<file path="config.mk">
export PLATFORM = sky130hd
export DESIGN_NAME = grant_locking_router
export DESIGN_NICKNAME = d
export VERILOG_FILES = /design/src/rtl/tl_grant_pkg.sv /design/src/rtl/grant_out_buffer.sv /design/src/rtl/grant_locking_router.sv
export SDC_FILE = /design/constraint.sdc
export NUM_CORES = 1
export LEC_CHECK = 0
export CAP_MARGIN = 40
export CELL_PAD_IN_SITES_DETAIL_PLACEMENT = 1
export CELL_PAD_IN_SITES_GLOBAL_PLACEMENT = 1
export CORE_AREA = 2 2 232 234
export CTS_CLUSTER_SIZE = 28
export DETAILED_ROUTE_END_ITERATION = 6
export DIE_AREA = 0 0 234 236
export GPL_TIMING_DRIVEN = 0
export PLACE_DENSITY = 0.54
export SLEW_MARGIN = 20
export SYNTH_ARGS = -nofsm -noshare
export SYNTH_HDL_FRONTEND = slang
export SYNTH_SLANG_ARGS = --single-unit
</file>
<file path="constraint.sdc">
create_clock -name clk -period 6.4 [get_ports clk]
set_input_delay 1.28 -clock clk [delete_from_list [all_inputs] [get_ports clk]]
set_output_delay 1.28 -clock clk [all_outputs]
set_load 0.005 [all_outputs]
</file>
<file path="src/rtl/tl_grant_pkg.sv">
// Shared Grant-channel definitions for the grant locking router.
// Optional build macro used by the router: TL_BEAT_CHECK_EN.
package tl_grant_pkg;

  localparam int DATA_W_DEFAULT  = 128;
  localparam int XACT_W_DEFAULT  = 6;
  localparam int MXACT_W_DEFAULT = 4;
  localparam int BEATS_DEFAULT   = 4;

  // Builtin g_type encodings
  localparam logic [2:0] GNT_VOLUNTARY_ACK = 3'b000;
  localparam logic [2:0] GNT_PREFETCH_ACK  = 3'b001;
  localparam logic [2:0] GNT_PUT_ACK       = 3'b011;
  localparam logic [2:0] GNT_DATA_BEAT     = 3'b100;
  localparam logic [2:0] GNT_DATA_BLOCK    = 3'b101;

  // Route-lock FSM encoding
  localparam logic [0:0] IDLE   = 1'b0;
  localparam logic [0:0] LOCKED = 1'b1;

  // Grant payload at the default widths (client_id is consumed by routing)
  typedef struct packed {
    logic [XACT_W_DEFAULT-1:0]         client_xact_id;
    logic [MXACT_W_DEFAULT-1:0]        manager_xact_id;
    logic [$clog2(BEATS_DEFAULT)-1:0]  addr_beat;
    logic                              is_builtin_type;
    logic [2:0]                        g_type;
    logic [DATA_W_DEFAULT-1:0]         data;
  } grant_bits_t;

  function automatic logic has_multibeat_data(input logic is_builtin, input logic [2:0] g_type);
    return (is_builtin && g_type == GNT_DATA_BLOCK) || (!is_builtin && !g_type[2]);
  endfunction

endpackage

</file>
<file path="src/rtl/grant_out_buffer.sv">
// One-entry valid/ready register slice whose single entry is visible only to
// the client named by its destination tag.
module grant_out_buffer #(
  parameter int W = 8
) (
  input  logic         clk,
  input  logic         reset,
  input  logic         in_valid,
  output logic         in_ready,
  input  logic [1:0]   in_dst,
  input  logic [W-1:0] in_bits,
  output logic [2:0]   out_valid,
  input  logic [2:0]   out_ready,
  output logic [W-1:0] out_bits
);

  logic         buf_valid;
  logic [1:0]   buf_dst;
  logic [W-1:0] buf_bits;
  logic         dst_ready;
  logic         load;

  // NOTE: default assigned first so every path drives dst_ready and no latch is inferred.
  always_comb begin
    dst_ready = 1'b0;
    case (buf_dst)
      2'd0:    dst_ready = out_ready[0];
      2'd1:    dst_ready = out_ready[1];
      2'd2:    dst_ready = out_ready[2];
      default: dst_ready = 1'b0;
    endcase
  end

  // Ready while empty or while the occupant drains this cycle: full throughput.
  assign in_ready = !buf_valid || dst_ready;
  assign load     = in_valid && in_ready;

  always_ff @(posedge clk) begin
    if (reset) begin
      buf_valid <= 1'b0;
      buf_dst   <= 2'd0;
    end else if (load) begin
      buf_valid <= 1'b1;
      buf_dst   <= in_dst;
    end else if (buf_valid && dst_ready) begin
      buf_valid <= 1'b0;
    end
  end

  // NOTE: payload is not reset; it is qualified by buf_valid, so reset would only add fan-out.
  always_ff @(posedge clk) begin
    if (load) buf_bits <= in_bits;
  end

  assign out_valid[0] = buf_valid && (buf_dst == 2'd0);
  assign out_valid[1] = buf_valid && (buf_dst == 2'd1);
  assign out_valid[2] = buf_valid && (buf_dst == 2'd2);
  assign out_bits     = buf_bits;

endmodule

</file>
<file path="src/rtl/grant_locking_router.sv">
// Routes a manager Grant stream to three clients, locking the route for the
// duration of a multi-beat data grant. Optional macro: TL_BEAT_CHECK_EN.
module grant_locking_router
  import tl_grant_pkg::*;
#(
  parameter int DATA_W  = 128,
  parameter int XACT_W  = 6,
  parameter int MXACT_W = 4,
  parameter int BEATS   = 4,
  localparam int BEAT_W = $clog2(BEATS)
) (
  input  logic               clk,
  input  logic               reset,
  input  logic               io_in_valid,
  output logic               io_in_ready,
  input  logic [1:0]         io_in_bits_client_id,
  input  logic [XACT_W-1:0]  io_in_bits_client_xact_id,
  input  logic [MXACT_W-1:0] io_in_bits_manager_xact_id,
  input  logic [BEAT_W-1:0]  io_in_bits_addr_beat,
  input  logic               io_in_bits_is_builtin_type,
  input  logic [2:0]         io_in_bits_g_type,
  input  logic [DATA_W-1:0]  io_in_bits_data,
  output logic               io_out_0_valid,
  input  logic               io_out_0_ready,
  output logic [XACT_W-1:0]  io_out_0_bits_client_xact_id,
  output logic [MXACT_W-1:0] io_out_0_bits_manager_xact_id,
  output logic [BEAT_W-1:0]  io_out_0_bits_addr_beat,
  output logic               io_out_0_bits_is_builtin_type,
  output logic [2:0]         io_out_0_bits_g_type,
  output logic [DATA_W-1:0]  io_out_0_bits_data,
  output logic               io_out_1_valid,
  input  logic               io_out_1_ready,
  output logic [XACT_W-1:0]  io_out_1_bits_client_xact_id,
  output logic [MXACT_W-1:0] io_out_1_bits_manager_xact_id,
  output logic [BEAT_W-1:0]  io_out_1_bits_addr_beat,
  output logic               io_out_1_bits_is_builtin_type,
  output logic [2:0]         io_out_1_bits_g_type,
  output logic [DATA_W-1:0]  io_out_1_bits_data,
  output logic               io_out_2_valid,
  input  logic               io_out_2_ready,
  output logic [XACT_W-1:0]  io_out_2_bits_client_xact_id,
  output logic [MXACT_W-1:0] io_out_2_bits_manager_xact_id,
  output logic [BEAT_W-1:0]  io_out_2_bits_addr_beat,
  output logic               io_out_2_bits_is_builtin_type,
  output logic [2:0]         io_out_2_bits_g_type,
  output logic [DATA_W-1:0]  io_out_2_bits_data,
  output logic               io_err,
  output logic               io_locked
);

  localparam int BW = XACT_W + MXACT_W + BEAT_W + 1 + 3 + DATA_W;

  logic [0:0]        state;
  logic [1:0]        lock_idx;
  logic [BEAT_W-1:0] beat_cnt;
  logic              err_q;

  logic              locked;
  logic              multibeat;
  logic              accept;
  logic              drop;
  logic              id_err;
  logic              beat_err;
  logic              err_next;
  logic [1:0]        dst;
  logic [BW-1:0]     in_bits;
  logic [BW-1:0]     out_bits;
  logic [2:0]        out_valid;
  logic [2:0]        out_ready;

  assign locked    = (state == LOCKED);
  assign multibeat = has_multibeat_data(io_in_bits_is_builtin_type, io_in_bits_g_type);
  assign accept    = io_in_valid && io_in_ready;
  assign dst       = locked ? lock_idx : io_in_bits_client_id;

  // Client 3 does not exist: such a beat is consumed but never buffered.
  assign drop      = !locked && (io_in_bits_client_id == 2'd3);
  assign id_err    = locked && (io_in_bits_client_id != lock_idx);

`ifdef TL_BEAT_CHECK_EN
  assign beat_err  = accept && (io_in_bits_addr_beat != (locked ? beat_cnt : '0));
`else
  assign beat_err  = 1'b0;
`endif

  assign err_next  = (accept && (drop || id_err)) || beat_err;

  // NOTE: sequential state uses non-blocking assignments so every register samples pre-edge values.
  always_ff @(posedge clk) begin
    if (reset) begin
      state    <= IDLE;
      lock_idx <= 2'd0;
      beat_cnt <= '0;
      err_q    <= 1'b0;
    end else begin
      err_q <= err_next;
      if (accept) begin
        if (!locked) begin
          if (multibeat && !drop) begin
            state    <= LOCKED;
            lock_idx <= io_in_bits_client_id;
            beat_cnt <= BEAT_W'(1);
          end
        end else begin
          // BEATS is a power of two, so the increment wraps to 0 on the last beat.
          beat_cnt <= beat_cnt + 1'b1;
          if (beat_cnt == '1) state <= IDLE;
        end
      end
    end
  end

  assign in_bits = {io_in_bits_client_xact_id, io_in_bits_manager_xact_id,
                    io_in_bits_addr_beat, io_in_bits_is_builtin_type,
                    io_in_bits_g_type, io_in_bits_data};

  assign out_ready = {io_out_2_ready, io_out_1_ready, io_out_0_ready};

  grant_out_buffer #(.W(BW)) u_out_buffer (
    .clk       (clk),
    .reset     (reset),
    .in_valid  (io_in_valid && !drop),
    .in_ready  (io_in_ready),
    .in_dst    (dst),
    .in_bits   (in_bits),
    .out_valid (out_valid),
    .out_ready (out_ready),
    .out_bits  (out_bits)
  );

  assign io_out_0_valid = out_valid[0];
  assign io_out_1_valid = out_valid[1];
  assign io_out_2_valid = out_valid[2];

  assign {io_out_0_bits_client_xact_id, io_out_0_bits_manager_xact_id,
          io_out_0_bits_addr_beat, io_out_0_bits_is_builtin_type,
          io_out_0_bits_g_type, io_out_0_bits_data} = out_bits;
  assign {io_out_1_bits_client_xact_id, io_out_1_bits_manager_xact_id,
          io_out_1_bits_addr_beat, io_out_1_bits_is_builtin_type,
          io_out_1_bits_g_type, io_out_1_bits_data} = out_bits;
  assign {io_out_2_bits_client_xact_id, io_out_2_bits_manager_xact_id,
          io_out_2_bits_addr_beat, io_out_2_bits_is_builtin_type,
          io_out_2_bits_g_type, io_out_2_bits_data} = out_bits;

  assign io_err    = err_q;
  assign io_locked = locked;

endmodule

</file>
# Yosys cells after proc, flatten, opt, wreduce, memory -nomap -nowiden

Index checks and enable logic that the tools add are counted.

Register bits: 153
Input bits: 152
Output and inout bits: 438
Word-level logic and storage cells: 50

Add/subtract/negate cells: 1
Equal/unequal tests: 6
Multiplexer cells: 9
Bitwise logic cells: 1
Reductions and logical operators: 26

Operators by type and width:

| kind                                                                   | number |
|---|---|
| 1-bit logical AND                                                      | 13 |
| 2-bit equality test (second input constant)                            | 3 |
| 2-bit 2-to-1 mux                                                       | 3 |
| 1-bit zero test                                                        | 5 |
| 1-bit 2-to-1 mux                                                       | 5 |
| 2-bit nonzero test                                                     | 2 |
| 3-bit equality test (second input constant)                            | 1 |
| 1-bit logical OR                                                       | 3 |
| 1-bit one-hot mux with 3 select lines                                  | 1 |
| 3-bit AND reduction                                                    | 1 |
| 2-bit by 1-bit adder with 2-bit output (second input constant)         | 1 |
| 2-bit by 1-bit equality test with 1-bit output (second input constant) | 1 |
| 2-bit zero test                                                        | 1 |
| 2-bit inequality test                                                  | 1 |
| 2-bit AND reduction                                                    | 1 |
| 1-bit inverter                                                         | 1 |

# Longest topological paths before layout

Gate-level depths: netlist of run 1.

Word-level depth: 6
Depth in mapped cells: 4
Mapped depth without buffers: 4

# By module

From an unflattened synthesis of run 1, not the netlist that was laid out.

Cell total of the unflattened synthesis: 492
Area, all modules: 7068.0 sq um

Modules (own cells, without submodules):

| module               | times used | cells an instance | area each (sq um) | sequential area each (sq um) |
|---|---|---|---|---|
| grant_out_buffer     | 1          | 167               | 4539.4            | 4384.2 |
| grant_locking_router | 1          | 325               | 2528.7            | 120.1 |

# Least setup slack after synthesis of run 1

Ideal clock, no wire load.

Kind: input port to flip-flop
Start: in io_out_0_ready
End: reg u_out_buffer.buf_bits[0], in the netlist u_out_buffer.out_bits[0], enable pin
Setup time: 0.497 ns
Arrival time: 4.494 ns
Data required time: 5.903 ns
Setup slack: 1.409 ns
Stages: 4
Path buffers: 0
Path through: mux2_4 > a211o_2 > nand3_1 > inv_1

Word-level cells in the longest chain between the ends: 3

Ends and longest elaborated chain:

| what                                  | line                       | RTL |
|---|---|---|
| from (decl)                           | grant_locking_router.sv:24 | `input logic io_out_0_ready,` |
| 1-bit one-hot mux with 3 select lines | grant_out_buffer.sv:26     | `case (buf_dst)` |
| 1-bit logical OR                      | grant_out_buffer.sv:35     | `assign in_ready = !buf_valid \|\| dst_ready;` |
| named net io_in_ready                 | grant_locking_router.sv:15 | `output logic io_in_ready,` |
| 1-bit logical AND                     | grant_out_buffer.sv:36     | `assign load = in_valid && in_ready;` |
| named net u_out_buffer.load           | grant_out_buffer.sv:21     | `logic load;` |
| to (signal assigned)                  | grant_out_buffer.sv:52     | `if (load) buf_bits <= in_bits;` |
| to (decl)                             | grant_out_buffer.sv:19     | `logic [W-1:0] buf_bits;` |

The timed path passes the listed nets, and every way through them passes these cells.
A chain may end at the register's enable or synchronous reset.

# Worst setup path in the final report of run 1

Start: in io_out_1_ready
End: out io_in_ready

Word-level cells in the longest chain between the ends: 2

Ends and longest elaborated chain:

| what                                  | line                       | RTL |
|---|---|---|
| from (decl)                           | grant_locking_router.sv:32 | `input logic io_out_1_ready,` |
| 1-bit one-hot mux with 3 select lines | grant_out_buffer.sv:26     |  |
| 1-bit logical OR                      | grant_out_buffer.sv:35     |  |
| to (decl)                             | grant_locking_router.sv:15 |  |

Every way passes these cells.

==> flow_metrics.tcl, run 1 <==
set metrics [dict create \
    status "complete, no violations" \
    synth_top_area_share 0.613 \
    drt-initial-drc-count 182 \
    cts-root-buf "clkbuf_16" \
    routedWlPerCell_um 16.0 \
    vias_per_cell 3.09 \
    grt_pass1_wl_um 39900 \
    crit_fanout 3 \
    syn-instance-count 494 \
    critPathMaxStageDelay_ns 0.47 \
    tightestPinTransition_ns 0.608 \
    hold_path.startpoint "beat_cnt[1]" \
    die-height_um 236 \
    crit_family "buffers and inverters" \
    reg2reg_from "u_out_buffer.buf_dst[0]" \
    synth_cell_type_count 32 \
    start_kind "primary input" \
    yosys.area_share.simple 0.0204 \
    cp.required_ns 5.12 \
    syn_avg_cell_area_sq_um 14.3 \
    synth_top_flop_cell "edfxtp_1" \
    grt_usage 0.102 \
    die_area_sq_um 55200 \
    cts.sinks 153 \
    muxShareOfSynthArea 0.00497 \
    clockBufferDepth 2 \
    h-tree-depth 4 \
    hold_viol 0 \
    clk_pin_slew_worst_paths_ns 0.06 \
    stdcell_area_sq_um 14500 \
    finalSetupViolCount 0 \
    grt_max_degree 77 \
    core_sq_um 53100 \
    cts_buffers 17 \
    maxSlewHeadroom 0.595 \
    ir_drop_uv 139 \
    die_width_um 234 \
    gp_congestion 0.766 \
    io_pins 590 \
    synthAdderAreaFrac 0.00177 \
    whs_ns 0.486 \
    clock_latency_ns 0.47 \
    drv_cap 0 \
    placed_area_sq_um 13900 \
    timing.fmax_mhz 244 \
    synth_enable_flop_cells 144 \
    syn_nets 647 \
    crit_buf_inv 2 \
    area_growth_pct 105 \
    dpl.hpwl_um 24100 \
    hp-class "register to register" \
    postCtsSetupRepairBufs 0 \
    p_leak_uw 0.00557 \
    yosysMostFrequentCell "buf_4" \
    postCtsHoldBufs 0 \
    routed_wl_um 29000 \
    grt_pass1_vias 5847 \
    timing.final.crit_share 0.641 \
    crit_path_frequent_cell "clkdlybuf4s50_1" \
    cp.arrival_ns 2.83 \
    antenna_found_initial 1 \
    finalCoreUtilization 0.272 \
    cp-end-kind "primary output" \
    synth_compound_area_frac 0.0232 \
    diodes 0 \
    yosys_register_bits 153 \
    crit_slowest_cell "clkdlybuf4s50_1" \
    drc 0 \
    initial_core_util 0.133 \
    cts_tree "yes" \
    cts_resized 0 \
    synth_area_leaders "edfxtp_1 61%, buf_4 31%, dfxtp_1 2.6%" \
    rows 85 \
    power_density_nw_per_um2 208 \
    firstDrtPassIters 4 \
    grt_setup_unrepaired "no" \
    synthXorXnorAreaFrac 0.00124 \
    critPathLaunch "io_out_1_ready" \
    fin_cells 1812 \
    fin_crit_ns 4.11 \
    synth_top_family_by_area "buffers and inverters" \
    yosys_warnings 0 \
    path_cells "clkdlybuf4s50_1 -> mux2_4 -> a211o_2 -> clkdlybuf4s50_1" \
    ys_top_cells_by_count "288 x buf_4, 144 x edfxtp_1, 9 x dfxtp_1" \
    synth_area_sq_um 7050 \
    ant_nets 0 \
    critical_path_class "primary input to primary output" \
    timing_max_transition_violations_final 0 \
    skew_ns 0.0136 \
    place_inst 1780 \
    vias 5608 \
    finalNetCount 1256 \
    portBuffers 589 \
    synth.largest_area_cell "edfxtp_1" \
    drive_gt1_frac 0.294 \
    grt_remaining_overflow 0 \
    synth_async_sr_flop_share 0 \
    yosysSeqAreaShare 0.639 \
]
-- layout make-up --
cell class	instances	area, sq um
plain buffers	289	2170
clock buffers	18	429
clock inverters	14	170
fillers	5867	38600
inverters	5	26.3
multi-input cells	47	364
flip-flops and latches	153	4500
well taps	696	871
repair buffers	590	5920
-- placed cells by master, fill, tap and decap left out, types with 2 or more instances in the layout --
cell type and instances:
clkinvlp_4 2, clkdlybuf4s50_1 589, dfxtp_1 9, edfxtp_1 144
nor2_1 4, mux2i_1 2, clkbuf_16 17, clkinv_4 3
buf_4 288, bufinv_16 3, nor2b_1 2, nand3_1 2
clkbuf_1 2, nand2b_1 5, a211oi_1 3, clkinv_1 2
inv_6 3, inv_1 4, nand2_1 3, a21oi_1 3
o21ai_0 5
-- worst min-delay path: cells and delay by family, from the launching register on --
family,cells,cell delay [ns]
AO/OA/AOI/OAI,2,0.13
flip-flops,1,0.31
-- state kept, by name, summed over array words and instances (netlist names) --
name / flops
u_out_buffer.out_bits: 144
beat_cnt: 2
io_err: 1
u_out_buffer.buf_dst: 2
lock_idx: 2
u_out_buffer.buf_valid: 1
io_locked: 1
-- through the flow --
| step | setup slack, ns | power [uW] | TNS, ns |
|---|---|---|---|
| floorplan | 1.41 | 1470 | 0 |
| global placement | -1.01 | 1980 | -141.87 |
| detailed placement | 2.29 | 1980 | 0 |
| CTS | 2.29 | 3100 | 0 |
| global route | 2.25 | 3160 | 0 |
| finish | 2.29 | 3010 | 0 |
-- report_power, final --
group | total [uW] | switching [uW] | internal (uW)
Sequential | 1240 | 61.2 | 1180
Combinational | 702 | 198 | 503
Clock | 1070 | 455 | 614
-- worst paths after layout --
kind / slack [ns] / cells after the start / end
worst min register to register: 0.49 / 2 / beat_cnt[1]
worst max register to register: 4.00 / 5 / u_out_buffer.out_bits[41]
worst max-delay path: 2.29 / 4 / io_in_ready
worst min-delay path: 0.49 / 2 / beat_cnt[1]
-- layer usage --
metal / routed length [um] / part of all wire / track usage
met2: 15900 / 0.55 / 0.190
met3: 2680 / 0.093 / 0.0404
met5: 13 / 0.00045 / 0
met1: 9910 / 0.34 / 0.0999
met4: 503 / 0.017 / 0.0386
-- cell families after synthesis --
| logic type | Yosys count |
|---|---|
| flops | 153 |
| mux | 3 |
| fa+ha+maj | 1 |
| compound gates | 20 |
| simple gates | 22 |
| xor+xnor | 1 |
| buf+inv | 294 |
(Power assumes the default switching activity.)
==> run 2: changes to the inputs <==
Settings changed: CORE_AREA 2 2 232 234 to 2 2 229 231, DIE_AREA 0 0 234 236 to 0 0 231 233, PLACE_DENSITY 0.54 to 0.57.
Clock period 6.4 ns to 3.4 ns, I/O delays scaled along.
==> run 2 against run 1 <==
Final cell count is 0.61% lower. Via count is 0.30% lower. Largest power group unchanged. Global-route usage is 0.32 points higher. Non-clock buffer count is 4 higher. First-iteration DRC count is 6.0% lower. Register-to-register slack worse by 3.2 ns. Combinational power is 91% higher. Critical endpoint unchanged.
==> flow_metrics.tcl, run 2 (synthesis results as in run 1) <==
set metrics [dict create \
    fin_crit_ns 2.89 \
    total_power_uw 5630 \
    routed_wl_um 29300 \
    reg2reg_from "u_out_buffer.buf_dst[0]" \
    grt_setup_unrepaired "no" \
    cp.arrival_ns 2.21 \
    core_sq_um 51100 \
    grt_pass1_vias 5871 \
    rows 83 \
    hold_path.startpoint "beat_cnt[1]" \
    initial_core_util 0.138 \
    die_width_um 231 \
    vias 5591 \
    grt_usage 0.105 \
    gp_congestion 0.782 \
    whs_path_depth 2 \
    grt_max_degree 33 \
    maxSlewHeadroom 0.705 \
    die-height_um 233 \
    portBuffers 589 \
    timing_max_transition_violations_final 0 \
    hold_viol 0 \
    io_pins 590 \
    area_growth_pct 106 \
    drt-initial-drc-count 171 \
    r2r-end "u_out_buffer.out_bits[11]" \
    drive_gt1_frac 0.298 \
    final_cell_mix "589 x clkdlybuf4s50_1, 288 x buf_4, 144 x edfxtp_1, 17 x clkbuf_16, 9 x dfxtp_1" \
    die_area_sq_um 53800 \
    clock_latency_ns 0.47 \
    min_to "beat_cnt[1]" \
    h-tree-depth 4 \
    tns_ns 0 \
    largest_reg_flops 144 \
    regToRegSetupSlack_ns 0.79 \
    timing.final.crit_share 0.851 \
    drc 0 \
    tightestPinTransition_ns 0.442 \
    grt_remaining_overflow 0 \
    ir_drop_uv 202 \
    grt_pass1_wl_um 40500 \
    cts_tree "yes" \
    finalSetupViolCount 0 \
    clk_pin_slew_worst_paths_ns 0.06 \
    vias_per_cell 3.10 \
    p_leak_uw 0.00559 \
    layout_commonest_cell "clkdlybuf4s50_1" \
    r2r_cells 7 \
    whs_ns 0.487 \
    timing.fmax_mhz 345 \
    drv_cap 0 \
    firstDrtPassIters 4 \
    start_kind "primary input" \
    power_density_nw_per_um2 388 \
    clockBufferDepth 2 \
    status "complete, no violations" \
    skew_ns 0.0101 \
    cts_buffers 17 \
    hp-class "register to register" \
    antenna_found_initial 3 \
    finalCoreUtilization 0.284 \
    cp.required_ns 2.72 \
    cp-end-kind "primary output" \
    finalNetCount 1260 \
    crit_fanout 3 \
    routedWlPerCell_um 16.3 \
    cts.sinks 153 \
    postCtsHoldBufs 0 \
    postCtsSetupRepairBufs 0 \
    critical_path_class "primary input to primary output" \
    ant_nets 0 \
    cts_resized 0 \
    cts-root-buf "clkbuf_16" \
    dpl.hpwl_um 24500 \
]
==> run 2: cell types whose count changed in the layout (fill, tap and decap cells not counted), moves of 2 or more <==
cell	change
clkinv_1	-2
clkinvlp_4	+2
buf_12	+4
diode_2	+2
==> run 2: stage by stage <==
| step | area [sq um] | instances | setup slack, ns |
|---|---|---|---|
| floorplan | 7080 | 494 | -0.518 |
| global placement | 13800 | 1763 | -2.39 |
| detailed placement | 13900 | 1768 | 0.150 |
| CTS | 14500 | 1799 | 0.491 |
| global route | 14500 | 1799 | 0.460 |
| finish | 14500 | 1801 | 0.505 |
==> run 2: report_power, final <==
part	switching (uW)	internal [uW]
sequential	122	2220
clock	859	1080
combinational	380	964
==> run 2: layout make-up <==
cell class	count	area (sq um)
Clock buffer	18	429
Inverter	5	22.5
Multi-Input combinational cell	47	384
Tap cell	680	851
Antenna cell	2	5.00
Fill cell	5709	36600
Timing Repair Buffer	594	6000
Sequential cell	153	4500
Buffer	289	2170
Clock inverter	13	145
==> run 2: how the worst max path moves through the flow <==
stage                                      end      startpoint
floorplan             u_out_buffer.out_bits[0]  io_out_0_ready
global placement    u_out_buffer.out_bits[118]  io_out_0_ready
detailed placement   u_out_buffer.out_bits[11]  io_out_0_ready
CTS                                io_in_ready  io_out_0_ready
global route                       io_in_ready  io_out_0_ready
finish                             io_in_ready  io_out_0_ready
==> run 2: per-layer routing <==
layer / wire [um] / global-route usage / up-vias
met2: 15500 / 0.185 / 288
li1: - / - / 2625
met5: 0 / 0 / -
met4: 349 / 0.0313 / 0
met1: 11000 / 0.115 / 2658
met3: 2520 / 0.0445 / 20
==> run 2: worst max-delay path, cell delays in order <==
cell and delay (ns):
clkdlybuf4s50_1 0.40, mux2_4 0.31, a211o_4 0.36, clkdlybuf4s50_1 0.47
